### config.mk
export PLATFORM = sky130hd
export DESIGN_NAME = mole_round_ctrl_flat
export DESIGN_NICKNAME = d
export VERILOG_FILES = /design/src/rtl/mole_round_ctrl_pkg.sv /design/src/rtl/mole_round_ctrl_if.sv /design/src/rtl/mole_box_map.sv /design/src/rtl/mole_round_ctrl.sv /design/src/flat_wrapper.sv
export SDC_FILE = /design/constraint.sdc
export NUM_CORES = 1
export LEC_CHECK = 0
export ABC_AREA = 1
export ABC_CLOCK_PERIOD_IN_PS = 3150
export CORE_AREA = 5 5 96 98
export CTS_BUF_LIST = sky130_fd_sc_hd__clkbuf_4 sky130_fd_sc_hd__clkbuf_8
export DETAILED_ROUTE_END_ITERATION = 10
export DIE_AREA = 0 0 101 103
export DONT_BUFFER_PORTS = 1
export HOLD_SLACK_MARGIN = 0.12
export SETUP_SLACK_MARGIN = 0.02
export SLEW_MARGIN = 20
export SYNTH_ARGS = -nofsm -noshare
export SYNTH_HDL_FRONTEND = slang
export SYNTH_SLANG_ARGS = --single-unit
### constraint.sdc
create_clock -name clk -period 3.15 [get_ports clk]
set_input_delay 0.4725 -clock clk [delete_from_list [all_inputs] [get_ports clk]]
set_output_delay 0.4725 -clock clk [all_outputs]
set_load 0.03 [all_outputs]
### src/rtl/mole_round_ctrl_pkg.sv
// Shared types and default timing for the whack-a-mole round controller.
package mole_pkg;

  typedef enum logic [2:0] {
    IDLE = 3'd0,
    DRAW = 3'd1,
    SHOW = 3'd2,
    GAP  = 3'd3,
    OVER = 3'd4
  } state_t;

  localparam int DEF_SHOW_CYCLES = 25000000;
  localparam int DEF_GAP_CYCLES  = 12500000;
  localparam int DEF_SCORE_W     = 8;
  localparam int DEF_MAX_MISSES  = 3;

  localparam logic [3:0] BOX_NONE = 4'b0000;

endpackage

### src/rtl/mole_round_ctrl_if.sv
// Valid/ready stream carrying 3-bit random codes from the LFSR to the round controller.
interface mole_round_ctrl_if;
  logic       rnd_valid;
  logic [2:0] rnd_value;
  logic       rnd_ready;

  modport master (output rnd_valid, output rnd_value, input rnd_ready);
  modport slave  (input rnd_valid, input rnd_value, output rnd_ready);
endinterface

### src/rtl/mole_box_map.sv
// Non-uniform map from a 3-bit random code to a one-hot box; code 000 is invalid.
module mole_box_map
  import mole_pkg::*;
(
  input  logic [2:0] code,
  output logic [3:0] box,
  output logic       valid
);

  always_comb begin
    box   = BOX_NONE;
    valid = 1'b1;
    case (code)
      3'b001, 3'b010, 3'b100: box = 4'b0001;
      3'b011, 3'b101:         box = 4'b0010;
      3'b110:                 box = 4'b0100;
      3'b111:                 box = 4'b1000;
      default:                valid = 1'b0;
    endcase
  end

endmodule

### src/rtl/mole_round_ctrl.sv
// Whack-a-mole round controller: draws boxes from the random stream, times moles, scores hits.
// Optional macro MOLE_SPEEDUP_EN shortens the show window after every scored hit.
module mole_round_ctrl
  import mole_pkg::*;
#(
  parameter int SHOW_CYCLES = DEF_SHOW_CYCLES,
  parameter int GAP_CYCLES  = DEF_GAP_CYCLES,
  parameter int SCORE_W     = DEF_SCORE_W,
  parameter int MAX_MISSES  = DEF_MAX_MISSES
) (
  input  logic               clk,
  input  logic               resetn,
  input  logic               start,
  mole_round_ctrl_if.slave   rnd,
  input  logic [3:0]         hit,
  output logic [3:0]         mole,
  output logic [SCORE_W-1:0] score,
  output logic [3:0]         misses,
  output logic               hit_flag,
  output logic               miss_flag,
  output logic               game_over
);

  // One timer serves both the show window and the gap; it must also hold SHOW_CYCLES itself.
  localparam int TMAX    = (SHOW_CYCLES > GAP_CYCLES) ? SHOW_CYCLES : GAP_CYCLES;
  localparam int TIMER_W = $clog2(TMAX + 1);

  localparam logic [TIMER_W-1:0] GAP_LAST = TIMER_W'(GAP_CYCLES - 1);

  state_t               state_q, state_d;
  logic [TIMER_W-1:0]   timer_q, timer_d;
  logic [3:0]           mole_d;
  logic [SCORE_W-1:0]   score_d;
  logic [3:0]           misses_d;
  logic                 ready_q, ready_d;
  logic                 hit_flag_d, miss_flag_d, game_over_d;
  logic [TIMER_W-1:0]   show_last;

  logic [3:0]           map_box;
  logic                 map_valid;

  function automatic logic [SCORE_W-1:0] sat_inc(input logic [SCORE_W-1:0] s);
    return (&s) ? s : s + 1'b1;
  endfunction

  mole_box_map u_box_map (
    .code  (rnd.rnd_value),
    .box   (map_box),
    .valid (map_valid)
  );

  assign rnd.rnd_ready = ready_q;

`ifdef MOLE_SPEEDUP_EN
  localparam logic [TIMER_W-1:0] LIMIT_INIT  = TIMER_W'(SHOW_CYCLES);
  localparam logic [TIMER_W-1:0] LIMIT_STEP  = TIMER_W'(SHOW_CYCLES / 8);
  localparam logic [TIMER_W-1:0] LIMIT_FLOOR = TIMER_W'(SHOW_CYCLES / 4);

  logic [TIMER_W-1:0] show_limit_q, show_limit_d;

  function automatic logic [TIMER_W-1:0] next_limit(input logic [TIMER_W-1:0] lim);
    return (lim >= LIMIT_FLOOR + LIMIT_STEP) ? lim - LIMIT_STEP : LIMIT_FLOOR;
  endfunction

  assign show_last = show_limit_q - 1'b1;

  always_comb begin
    show_limit_d = show_limit_q;
    if ((state_q == IDLE || state_q == OVER) && start)
      show_limit_d = LIMIT_INIT;
    else if (state_q == SHOW && (|(hit & mole)))
      show_limit_d = next_limit(show_limit_q);
  end

  always_ff @(posedge clk or negedge resetn) begin
    if (!resetn) show_limit_q <= LIMIT_INIT;
    else         show_limit_q <= show_limit_d;
  end
`else
  assign show_last = TIMER_W'(SHOW_CYCLES - 1);
`endif

  always_comb begin
    state_d     = state_q;
    timer_d     = timer_q;
    mole_d      = mole;
    score_d     = score;
    misses_d    = misses;
    ready_d     = 1'b0;
    hit_flag_d  = 1'b0;
    miss_flag_d = 1'b0;
    game_over_d = game_over;

    case (state_q)
      IDLE, OVER: begin
        if (start) begin
          state_d     = DRAW;
          score_d     = '0;
          misses_d    = '0;
          game_over_d = 1'b0;
          timer_d     = '0;
          ready_d     = 1'b1;
        end
      end

      DRAW: begin
        ready_d = 1'b1;
        // Invalid codes are still consumed; only a valid box leaves DRAW.
        if (rnd.rnd_valid && ready_q && map_valid) begin
          state_d = SHOW;
          mole_d  = map_box;
          timer_d = '0;
          ready_d = 1'b0;
        end
      end

      SHOW: begin
        if (|(hit & mole)) begin
          score_d    = sat_inc(score);
          hit_flag_d = 1'b1;
          mole_d     = BOX_NONE;
          timer_d    = '0;
          state_d    = GAP;
        end else if (timer_q == show_last) begin
          misses_d    = misses + 4'd1;
          miss_flag_d = 1'b1;
          mole_d      = BOX_NONE;
          timer_d     = '0;
          if (misses_d == 4'(MAX_MISSES)) begin
            game_over_d = 1'b1;
            state_d     = OVER;
          end else begin
            state_d = GAP;
          end
        end else begin
          timer_d = timer_q + 1'b1;
        end
      end

      GAP: begin
        if (timer_q == GAP_LAST) begin
          state_d = DRAW;
          timer_d = '0;
          ready_d = 1'b1;
        end else begin
          timer_d = timer_q + 1'b1;
        end
      end

      default: state_d = IDLE;
    endcase
  end

  always_ff @(posedge clk or negedge resetn) begin
    if (!resetn) begin
      state_q   <= IDLE;
      timer_q   <= '0;
      mole      <= BOX_NONE;
      score     <= '0;
      misses    <= '0;
      ready_q   <= 1'b0;
      hit_flag  <= 1'b0;
      miss_flag <= 1'b0;
      game_over <= 1'b0;
    end else begin
      state_q   <= state_d;
      timer_q   <= timer_d;
      mole      <= mole_d;
      score     <= score_d;
      misses    <= misses_d;
      ready_q   <= ready_d;
      hit_flag  <= hit_flag_d;
      miss_flag <= miss_flag_d;
      game_over <= game_over_d;
    end
  end

endmodule

### src/flat_wrapper.sv
// flat-port wrapper written by rule: the top's interface ports become plain ports
module mole_round_ctrl_flat import mole_pkg::*;
#(
  parameter int SHOW_CYCLES = DEF_SHOW_CYCLES,
  parameter int GAP_CYCLES  = DEF_GAP_CYCLES,
  parameter int SCORE_W     = DEF_SCORE_W,
  parameter int MAX_MISSES  = DEF_MAX_MISSES
)
  (clk, resetn, start, hit, mole, score, misses, hit_flag, miss_flag, game_over, rnd_rnd_valid, rnd_rnd_value, rnd_rnd_ready);
  mole_round_ctrl_if rnd_i ();
  input  logic clk;
  input  logic resetn;
  input  logic start;
  input  logic [3:0] hit;
  output logic [3:0] mole;
  output logic [SCORE_W-1:0] score;
  output logic [3:0] misses;
  output logic hit_flag;
  output logic miss_flag;
  output logic game_over;
  input wire logic [$bits(rnd_i.rnd_valid)-1:0] rnd_rnd_valid;
  input wire logic [$bits(rnd_i.rnd_value)-1:0] rnd_rnd_value;
  output wire logic [$bits(rnd_i.rnd_ready)-1:0] rnd_rnd_ready;
  assign rnd_i.rnd_valid = rnd_rnd_valid;
  assign rnd_i.rnd_value = rnd_rnd_value;
  assign rnd_rnd_ready = rnd_i.rnd_ready;
  mole_round_ctrl #(.SHOW_CYCLES(SHOW_CYCLES), .GAP_CYCLES(GAP_CYCLES), .SCORE_W(SCORE_W), .MAX_MISSES(MAX_MISSES)) u_core (.clk(clk), .resetn(resetn), .start(start), .rnd(rnd_i), .hit(hit), .mole(mole), .score(score), .misses(misses), .hit_flag(hit_flag), .miss_flag(miss_flag), .game_over(game_over));
endmodule
==> flow_summary.yaml, run 1 <==
clock_network:
  tritoncts: "done"
  worstSkewPairLatency_ns: 0.30
  cts-resized-gates: 0
  h-tree-depth: 2
  cts_root_buffer: "clkbuf_8"
  cts-buffers-inserted: 5
  clock-sinks: 48
  clk_path_buf_depth: 2
  clk_pin_slew_ns: 0.09
job:
  drv_cap: 0
critical_path:
  worstSetupPathType: "reg -> reg"
  cp.required_ns: 3.34
  regToRegStartpoint: "u_core.score[0]$_DFFE_PN0P_"
  slowest_delay_ns: 0.58
  endpoint: "u_core.score[3]$_DFFE_PN0P_"
  cp_max_fo: 13
  cpMostUsedCell: "nand2_1"
  timing.rr.end: "u_core.score[3]$_DFFE_PN0P_"
  startpoint: "u_core.score[0]$_DFFE_PN0P_"
  cp-end-kind: "register"
  path_cells: "ha_1 -> nand3_1 -> nor2_1 -> nand4_1 -> nand3_2 -> inv_1 -> nand2_1 -> nand2_1"
  start_kind: "register"
  r2r_setup_slack_ns: 1.22
  reg2reg_depth: 8
  arrival_ns: 2.12
  cp_slowest_cell: "dfrtp_1"
layout:
  final_common_cell: "nand2_1"
  final_layout_size_suffix_gt1_frac: 0.0640
  n_antenna_cell: 0
  finish.utilization: 0.411
  nNetsFinal: 499
  most-common-layout-cells: "156 x nand2_1, 73 x nor2_1, 55 x inv_1"
  finalInstanceArea_mm2: 0.00344
  fillerInstances: 889
  syn2layout_area_growth_pct: 6.71
die:
  die_h_um: 103
  die_area_mm2: 0.0104
  rows: 34
  core-area_mm2: 0.00838
  ios: 31
  fp.dieW_um: 101
  start_util: 0.385
routing:
  first_iter_violations: 159
  drt_wl_total_um: 8220
  drtPass1Iterations: 4
  via_per_inst: 5.08
  post_drt_wl_per_cell_um: 13.9
  via_count: 3006
  ant_nets: 0
  drcViolationCount: 0
sta:
  slew_viol_final: 0
  worst_slew_pin_slew_ns: 0.568
  fin_crit_ns: 1.93
  fin_setup_tns_ns: 0
  setup_viol_count_final: 0
  finalCritPeriodShare: 0.613
  hold_viol: 0
  max_slew_margin: 0.620
  max_freq_mhz: 518
  final.setup_skew_ns: 0.00681
  rsz0062_at_grt: "no"
logic_synthesis:
  synth.avg_cell_area_um2: 6.71
  synth_seq_cells: 48
  yosysWarnings: 0
  synth_top_cell_by_area: "dfrtp_1"
  synth_area_mm2: 0.00323
  mappedNetlistNets: 496
  synth.area.top_cells: "dfrtp_1 37%, nand2_1 18%, nor2_1 8.5%"
  netlist_instances: 481
  yosysSeqAreaShare: 0.372
  ys_types: 28
  synthDominantCellAreaShare: 0.372
placement:
  placed_area_mm2: 0.00331
  port_buffers: 0
  dp_hpwl_um: 6260
  place_congestion: 0.921
grt:
  grt_max_degree: 49
  grt_pass1_vias: 3023
  antenna_found_initial: 0
  gr-total-overflow: 0
  track_usage: 0.174
  grt_pass1_wl_um: 14300
power_and_ir_drop:
  power.leakage_nw: 1.75
  p_per_area_mw_per_mm2: 297
  worst_ir_drop_vdd_v: 0.000184
worst_hold_path:
  min_path_type: "in -> reg"
outcome:
  status: "finished clean"
-- through the flow --
step	hold WS [ns]	cells	setup slack [ns]	power (mW)
final	0.359	592	1.22	1.02
after floorplan	0.177	481	1.50	0.632
after CTS	0.355	592	1.20	1.04
after detailed placement	0.179	583	1.22	0.633
after global placement	0.179	583	1.23	0.632
after global routing	0.361	592	0.994	1.07
-- per-layer routing --
metal | up-vias | wire [um] | GRT usage
met5 | - | 0 | 0
met2 | 78 | 3890 | 0.300
li1 | 1536 | - | -
met1 | 1378 | 3780 | 0.224
met3 | 14 | 380 | 0.0338
met4 | 0 | 175 | 0.0470
-- registers in the layout, indices dropped and copies added (netlist names) --
register,cells
u_core.game_over,1
u_core.hit_flag,1
u_core.miss_flag,1
u_core.misses,4
u_core.mole,4
u_core.rnd.rnd_ready,1
u_core.score,8
u_core.state_q,3
u_core.timer_q,25
-- worst max-delay path, delay by kind of cell, from the launching register on --
family | cells | cell delay (ns)
adders and majority gates | 1 | 0.26
DFF | 1 | 0.58
and+or+nand+nor | 6 | 0.90
buffers and inverters | 1 | 0.08
-- cell usage after synthesis (all sizes together) --
cell    number
nand2      163
nor2        78
inv         56
nand3       55
dfrtp       48
o21ai       22
nand4       14
xor2        11
nor3         8
a21oi        7
buf          7
ha           4
nand3b       3
or2          3
o221ai       1
xnor2        1
-- worst min-delay path by stage --
| stage | slack, ns | endpoint | startpoint | depth (start not counted) |
|---|---|---|---|---|
| after floorplan | 0.18 | u_core.game_over$_DFFE_PN0P_ | resetn | 0 |
| after global placement | 0.18 | u_core.timer_q[19]$_DFFE_PN0P_ | resetn | 0 |
| after detailed placement | 0.18 | u_core.timer_q[14]$_DFFE_PN0P_ | resetn | 0 |
| after CTS | 0.36 | u_core.mole[2]$_DFFE_PN0P_ | rnd_rnd_value[2] | 2 |
| after global routing | 0.36 | u_core.mole[2]$_DFFE_PN0P_ | rnd_rnd_value[2] | 2 |
| final | 0.36 | u_core.mole[3]$_DFFE_PN0P_ | rnd_rnd_value[2] | 2 |
-- repair_timing --
action | in CTS | in global routing
endpoints found under the setup margin | 0 | 0
hold endpoints to repair | 48 | 0
setup buffers | 0 | 0
hold buffers | 2 | 0
-- cell type report --
cell class                      instances  area [um^2]  area share
Multi-Input combinational cell        370         1760       0.511
Sequential cell                        48         1200       0.349
Inverter                               56          210      0.0610
Timing Repair Buffer                    3         45.0      0.0131
Clock buffer                            6         82.6      0.0240
Tap cell                              108          135      0.0392
Clock inverter                          1         8.76     0.00254
-- cell families after synthesis --
family | after synthesis | share of synthesized area
AND/OR/NAND/NOR | 324 | 0.447
buffers and inverters | 63 | 0.0822
flip-flops | 48 | 0.372
AO/OA/AOI/OAI | 30 | 0.0500
XOR/XNOR | 12 | 0.0326
adder cells (fa/ha/maj) | 4 | 0.0155
-- report_power, final --
group	total [mW]	internal, mW	leakage [nW]	switching (mW)
Combinational	0.0217	0.00615	1.13	0.0156
Sequential	0.616	0.616	0.577	0
Clock	0.386	0.176	0.0473	0.210
No activity file was read; power rests on OpenSTA's default activity.
==> run 2, diff against run 1 <==
--- a/config.mk
+++ b/config.mk
@@ -6,7 +6,7 @@
 export NUM_CORES = 1
 export LEC_CHECK = 0
 export ABC_AREA = 1
-export ABC_CLOCK_PERIOD_IN_PS = 3150
+export ABC_CLOCK_PERIOD_IN_PS = 1900
 export CORE_AREA = 5 5 96 98
 export CTS_BUF_LIST = sky130_fd_sc_hd__clkbuf_4 sky130_fd_sc_hd__clkbuf_8
 export DETAILED_ROUTE_END_ITERATION = 10
==> constraint.sdc (replaced) <==
create_clock -name clk -period 1.9 [get_ports clk]
set_input_delay 0.285 -clock clk [delete_from_list [all_inputs] [get_ports clk]]
set_output_delay 0.285 -clock clk [all_outputs]
set_load 0.03 [all_outputs]
==> run 2 against run 1 <==
  * Register-to-register slack lost 1.0 ns
  * Core utilization is 3.4 points higher
  * Setup slack got worse by 1.0 ns
  * Critical path type unchanged
  * Critical endpoint is now u_core.timer_q[2]$_DFFE_PN0P_
  * Largest power group unchanged
==> flow_summary.yaml, run 2 (synthesis results as in run 1) <==
layout:
  nNetsFinal: 527
  finalInstanceArea_mm2: 0.00372
  syn2layout_area_growth_pct: 15.4
  largest_reg_flops: 25
  largest_register: "u_core.timer_q"
  most-common-layout-cells: "155 x nand2_1, 73 x nor2_1, 55 x inv_1"
  top_regs: "u_core.timer_q: 25 flops, u_core.score: 8 flops"
  fillerInstances: 845
  n_antenna_cell: 0
  finish.utilization: 0.444
  final_layout_size_suffix_gt1_frac: 0.123
  final_common_cell: "nand2_1"
die:
  die_area_mm2: 0.0104
  fp.dieW_um: 101
  core-area_mm2: 0.00838
  start_util: 0.385
  rows: 34
  ios: 31
  die_h_um: 103
routing:
  drtPass1Iterations: 5
  drcViolationCount: 0
  first_iter_violations: 163
  via_count: 3140
  via_per_inst: 5.06
  drt_wl_total_um: 8720
  post_drt_wl_per_cell_um: 14.0
  ant_nets: 0
clock_network:
  cts-buffers-inserted: 5
  cts_root_buffer: "clkbuf_8"
  clock-sinks: 48
  tritoncts: "done"
  clk_pin_slew_ns: 0.10
  clk_path_buf_depth: 2
  h-tree-depth: 2
  worstSkewPairLatency_ns: 0.31
sta:
  worst_slew_pin_slew_ns: 0.400
  max_freq_mhz: 580
  rsz0062_at_grt: "yes"
  hold_viol: 0
  fin_crit_ns: 1.73
  fin_setup_tns_ns: 0
  finalCritPeriodShare: 0.908
  timing.hold.ws_ns: 0.149
  final.setup_skew_ns: 0.0162
  max_slew_margin: 0.733
  setup_viol_count_final: 0
  slew_viol_final: 0
  layout_setup_ws_ns: 0.174
critical_path:
  path_delay_family: "simple AND/OR/NAND/NOR gates"
  cp_slowest_cell: "dfrtp_1"
  arrival_ns: 1.93
  start_kind: "register"
  worstSetupPathType: "reg -> reg"
  slowest_delay_ns: 0.41
  path_cells: "ha_1 -> nand2_1 -> inv_1 -> nand2_1 -> nor2_1 -> nand3_1 -> nand2_2 -> nand3_2 -> inv_1 -> nor2_1"
  cp_max_fo: 6
  crit_buf_inv: 2
  cp.required_ns: 2.11
  cp-end-kind: "register"
placement:
  place_congestion: 0.937
  dp_hpwl_um: 6780
  dp_worst_setup_slack_ns: 0.0988
  placed_area_mm2: 0.00352
  port_buffers: 0
grt:
  grt_max_degree: 49
  track_usage: 0.176
  grt_pass1_vias: 2971
  antenna_found_initial: 0
  grt_pass1_wl_um: 14400
  gr-total-overflow: 0
worst_hold_path:
  min_path_type: "in -> reg"
job:
  drv_cap: 0
power_and_ir_drop:
  power.leakage_nw: 1.92
  p_per_area_mw_per_mm2: 527
  worst_ir_drop_vdd_v: 0.000291
outcome:
  status: "finished clean"
## run 2: cell count changes in the layout (fill, tap and decap cells not counted), sizes merged
cell,previous run,this run
buf,2,30
bufinv,0,2
clkbuf,6,5
clkinv,1,0
inv,56,57
## run 2: worst register-to-register path, cell delays in order, from the launching register on
cell and delay (ns):
dfrtp_1 0.41, ha_1 0.18, nand2_1 0.09, inv_1 0.06, nand2_1 0.06, nor2_1 0.10, nand3_1 0.12, nand2_2 0.14
nand3_2 0.23, inv_1 0.16, nor2_1 0.06
## run 2: path summary, 6_finish.rpt
check / start / to / slack (ns) / cells past startpoint
max in group asynchronous: resetn / u_core.score[4]$_DFFE_PN0P_ / 1.16 / 2
max: u_core.timer_q[1]$_DFFE_PN0P_ / u_core.timer_q[2]$_DFFE_PN0P_ / 0.17 / 10
min reg2reg: u_core.timer_q[1]$_DFFE_PN0P_ / u_core.timer_q[1]$_DFFE_PN0P_ / 0.56 / 2
min: rnd_rnd_value[2] / u_core.mole[3]$_DFFE_PN0P_ / 0.15 / 2
max reg2reg: u_core.timer_q[1]$_DFFE_PN0P_ / u_core.timer_q[2]$_DFFE_PN0P_ / 0.17 / 10
min in group asynchronous: resetn / u_core.timer_q[10]$_DFFE_PN0P_ / 0.50 / 2
## run 2: per-stage QoR
stage	power, mW	cells
floorplan	1.05	481
global placement	1.05	610
detailed placement	1.05	610
CTS	2.00	620
global route	2.04	621
finish	1.96	621
## run 2: layer usage
metal	up-vias	wire length (um)	track usage
met3	18	417	0.0264
met2	91	3990	0.289
li1	1589	-	-
met1	1442	4120	0.237
met5	-	0	0
met4	0	190	0.0593
## run 2: power breakdown
part	switching, mW	leakage [nW]	internal [mW]	total, mW
Combinational	0.0260	1.28	0.0102	0.0362
Clock	0.377	0.0687	0.530	0.907
Sequential	0	0.577	1.02	1.02
## run 2: timing repair
action | 4_1_cts | 5_1_grt
hold buffers | 2 | 0
hold endpoints to repair | 48 | 0
setup endpoints to repair | 0 | 22
resized for setup | 0 | 5
setup buffers | 0 | 1
## run 2: layout make-up
cell class,instances,area [um^2],area share
Clock buffer,5,68.8,0.0185
Tap cell,108,135,0.0363
Sequential cell,48,1200,0.322
Inverter,56,210,0.0564
Clock inverter,3,68.8,0.0185
Timing Repair Buffer,31,255,0.0685
Multi-Input combinational cell,370,1790,0.479
==> run 3, diff against run 2 <==
--- a/config.mk
+++ b/config.mk
@@ -14,6 +14,7 @@
 export DONT_BUFFER_PORTS = 1
 export HOLD_SLACK_MARGIN = 0.12
 export SETUP_SLACK_MARGIN = 0.02
+export SKIP_CTS_REPAIR_TIMING = 1
 export SLEW_MARGIN = 20
 export SYNTH_ARGS = -nofsm -noshare
 export SYNTH_HDL_FRONTEND = slang
==> run 3 against run 2 <==
  * Sequential cell count stayed put
  * Largest power group unchanged
  * Maximum frequency decreased by 8.2%
  * Die area stayed put
  * Sequential power is essentially flat
  * Non-clock buffer count unchanged
  * Register-to-register slack got worse by 0.15 ns
  * Critical path depth stayed put
  * Sequential share of layout area increased by 0.15 points
  * Routed wire length barely moved
  * Highest routed layer unchanged
  * First-iteration DRC count down 19%
  * Core utilization decreased by 0.21 points
==> flow_summary.yaml, run 3 (synthesis results as in run 1) <==
outcome:
  status: "finished clean"
die:
  die_area_mm2: 0.0104
  die_h_um: 103
  ios: 31
  fp.dieW_um: 101
  core-area_mm2: 0.00838
  rows: 34
  start_util: 0.385
placement:
  dp_hpwl_um: 6780
  port_buffers: 0
  place_congestion: 0.937
critical_path:
  start_kind: "register"
  cp_max_fo: 6
  timing.rr.end: "u_core.timer_q[2]$_DFFE_PN0P_"
  arrival_ns: 2.08
  r2r_setup_slack_ns: 0.02
  cp-end-kind: "register"
  reg2reg_depth: 10
  cp.required_ns: 2.10
  startpoint: "u_core.timer_q[1]$_DFFE_PN0P_"
  endpoint: "u_core.timer_q[2]$_DFFE_PN0P_"
  worstSetupPathType: "reg -> reg"
  regToRegStartpoint: "u_core.timer_q[1]$_DFFE_PN0P_"
power_and_ir_drop:
  power.leakage_nw: 1.91
  p_per_area_mw_per_mm2: 528
  worst_ir_drop_vdd_v: 0.000287
  p_total_mw: 1.96
sta:
  worst_slew_pin_slew_ns: 0.428
  finalCritPeriodShare: 0.989
  rsz0062_at_grt: "yes"
  fin_crit_ns: 1.88
  max_slew_margin: 0.714
  setup_viol_count_final: 0
  max_freq_mhz: 532
  hold_viol: 0
  final.setup_skew_ns: 0.0156
  slew_viol_final: 0
layout:
  final_layout_size_suffix_gt1_frac: 0.117
  finish.utilization: 0.442
  most-common-layout-cells: "156 x nand2_1, 73 x nor2_1, 55 x inv_1"
  nNetsFinal: 527
  largest_reg_flops: 25
  n_antenna_cell: 0
  syn2layout_area_growth_pct: 14.9
  fillerInstances: 852
  largest_register: "u_core.timer_q"
  top_regs: "u_core.timer_q: 25 flops, u_core.score: 8 flops"
  final_common_cell: "nand2_1"
routing:
  ant_nets: 0
  drtPass1Iterations: 5
  post_drt_wl_per_cell_um: 14.0
  via_count: 3120
  via_per_inst: 5.02
  first_iter_violations: 132
  drcViolationCount: 0
  drt_wl_total_um: 8720
clock_network:
  cts_root_buffer: "clkbuf_8"
  h-tree-depth: 2
  clk_path_buf_depth: 2
  clock-sinks: 48
  clk_pin_slew_ns: 0.10
  cts-buffers-inserted: 5
  worstSkewPairLatency_ns: 0.31
  tritoncts: "done"
grt:
  track_usage: 0.175
  grt_pass1_vias: 2956
  antenna_found_initial: 0
  gr-total-overflow: 0
  grt_max_degree: 49
  grt_pass1_wl_um: 14300
job:
  drv_cap: 0
worst_hold_path:
  min_path_type: "in -> reg"
-- run 3: cell count changes in the layout (fill, tap and decap cells not counted) --
cell,before,now
nand2_1,155,156
nand2_4,2,1
nand3_1,51,53
nand3_2,2,0
-- run 3: worst min path at each step --
stage | startpoint | to | slack, ns | depth (start not counted)
4_1_cts | resetn | u_core.miss_flag$_DFF_PN0_ | -0.36 | 0
3_3_place_gp | resetn | u_core.timer_q[14]$_DFFE_PN0P_ | -0.009 | 0
5_1_grt | rnd_rnd_value[2] | u_core.mole[3]$_DFFE_PN0P_ | 0.15 | 2
2_1_floorplan | resetn | u_core.game_over$_DFFE_PN0P_ | -0.01 | 0
6_report | rnd_rnd_value[2] | u_core.mole[3]$_DFFE_PN0P_ | 0.15 | 2
3_5_place_dp | resetn | u_core.timer_q[19]$_DFFE_PN0P_ | -0.009 | 0
-- run 3: per-layer routing --
metal	track usage	part of all wire
met4	0.0593	0.019
met2	0.288	0.46
met1	0.234	0.47
met3	0.0271	0.050
met5	0	0
-- run 3: power by group --
| part | leakage, nW | switching, mW | total, mW | internal [mW] |
|---|---|---|---|---|
| Sequential | 0.577 | 0 | 1.02 | 1.02 |
| Combinational | 1.27 | 0.0256 | 0.0358 | 0.0102 |
| Clock | 0.0687 | 0.373 | 0.903 | 0.530 |
| Total | 1.91 | 0.398 | 1.96 | 1.56 |
-- run 3: final cells by class --
type | count | area, um^2 | area share
Clock buffer | 5 | 68.8 | 0.0186
Clock inverter | 3 | 68.8 | 0.0186
Inverter | 56 | 210 | 0.0567
Multi-Input combinational cell | 370 | 1770 | 0.477
Sequential cell | 48 | 1200 | 0.324
Tap cell | 108 | 135 | 0.0364
Timing Repair Buffer | 31 | 255 | 0.0688
-- run 3: critical path, cell delays in order, from the launching register on --
cell	delay, ns
dfrtp_1	0.41
ha_1	0.18
nand2_1	0.09
inv_1	0.06
nand2_1	0.06
nor2_1	0.10
nand3_1	0.10
nand2_1	0.14
nand3_1	0.35
inv_1	0.20
nor2_1	0.07
-- run 3: metrics by stage --
| step | cell area, um^2 | hold slack (ns) | setup WS (ns) | setup TNS, ns | std cells |
|---|---|---|---|---|---|
| finish | 3710 | 0.150 | 0.0202 | 0 | 621 |
| global route | 3710 | 0.152 | -0.123 | -1.16 | 621 |
| CTS | 3650 | -0.361 | 0.0723 | 0 | 618 |
| detailed placement | 3520 | -0.00911 | 0.0988 | 0 | 610 |
| global placement | 3520 | -0.00877 | 0.166 | 0 | 610 |
| floorplan | 3230 | -0.0106 | 0.249 | 0 | 481 |
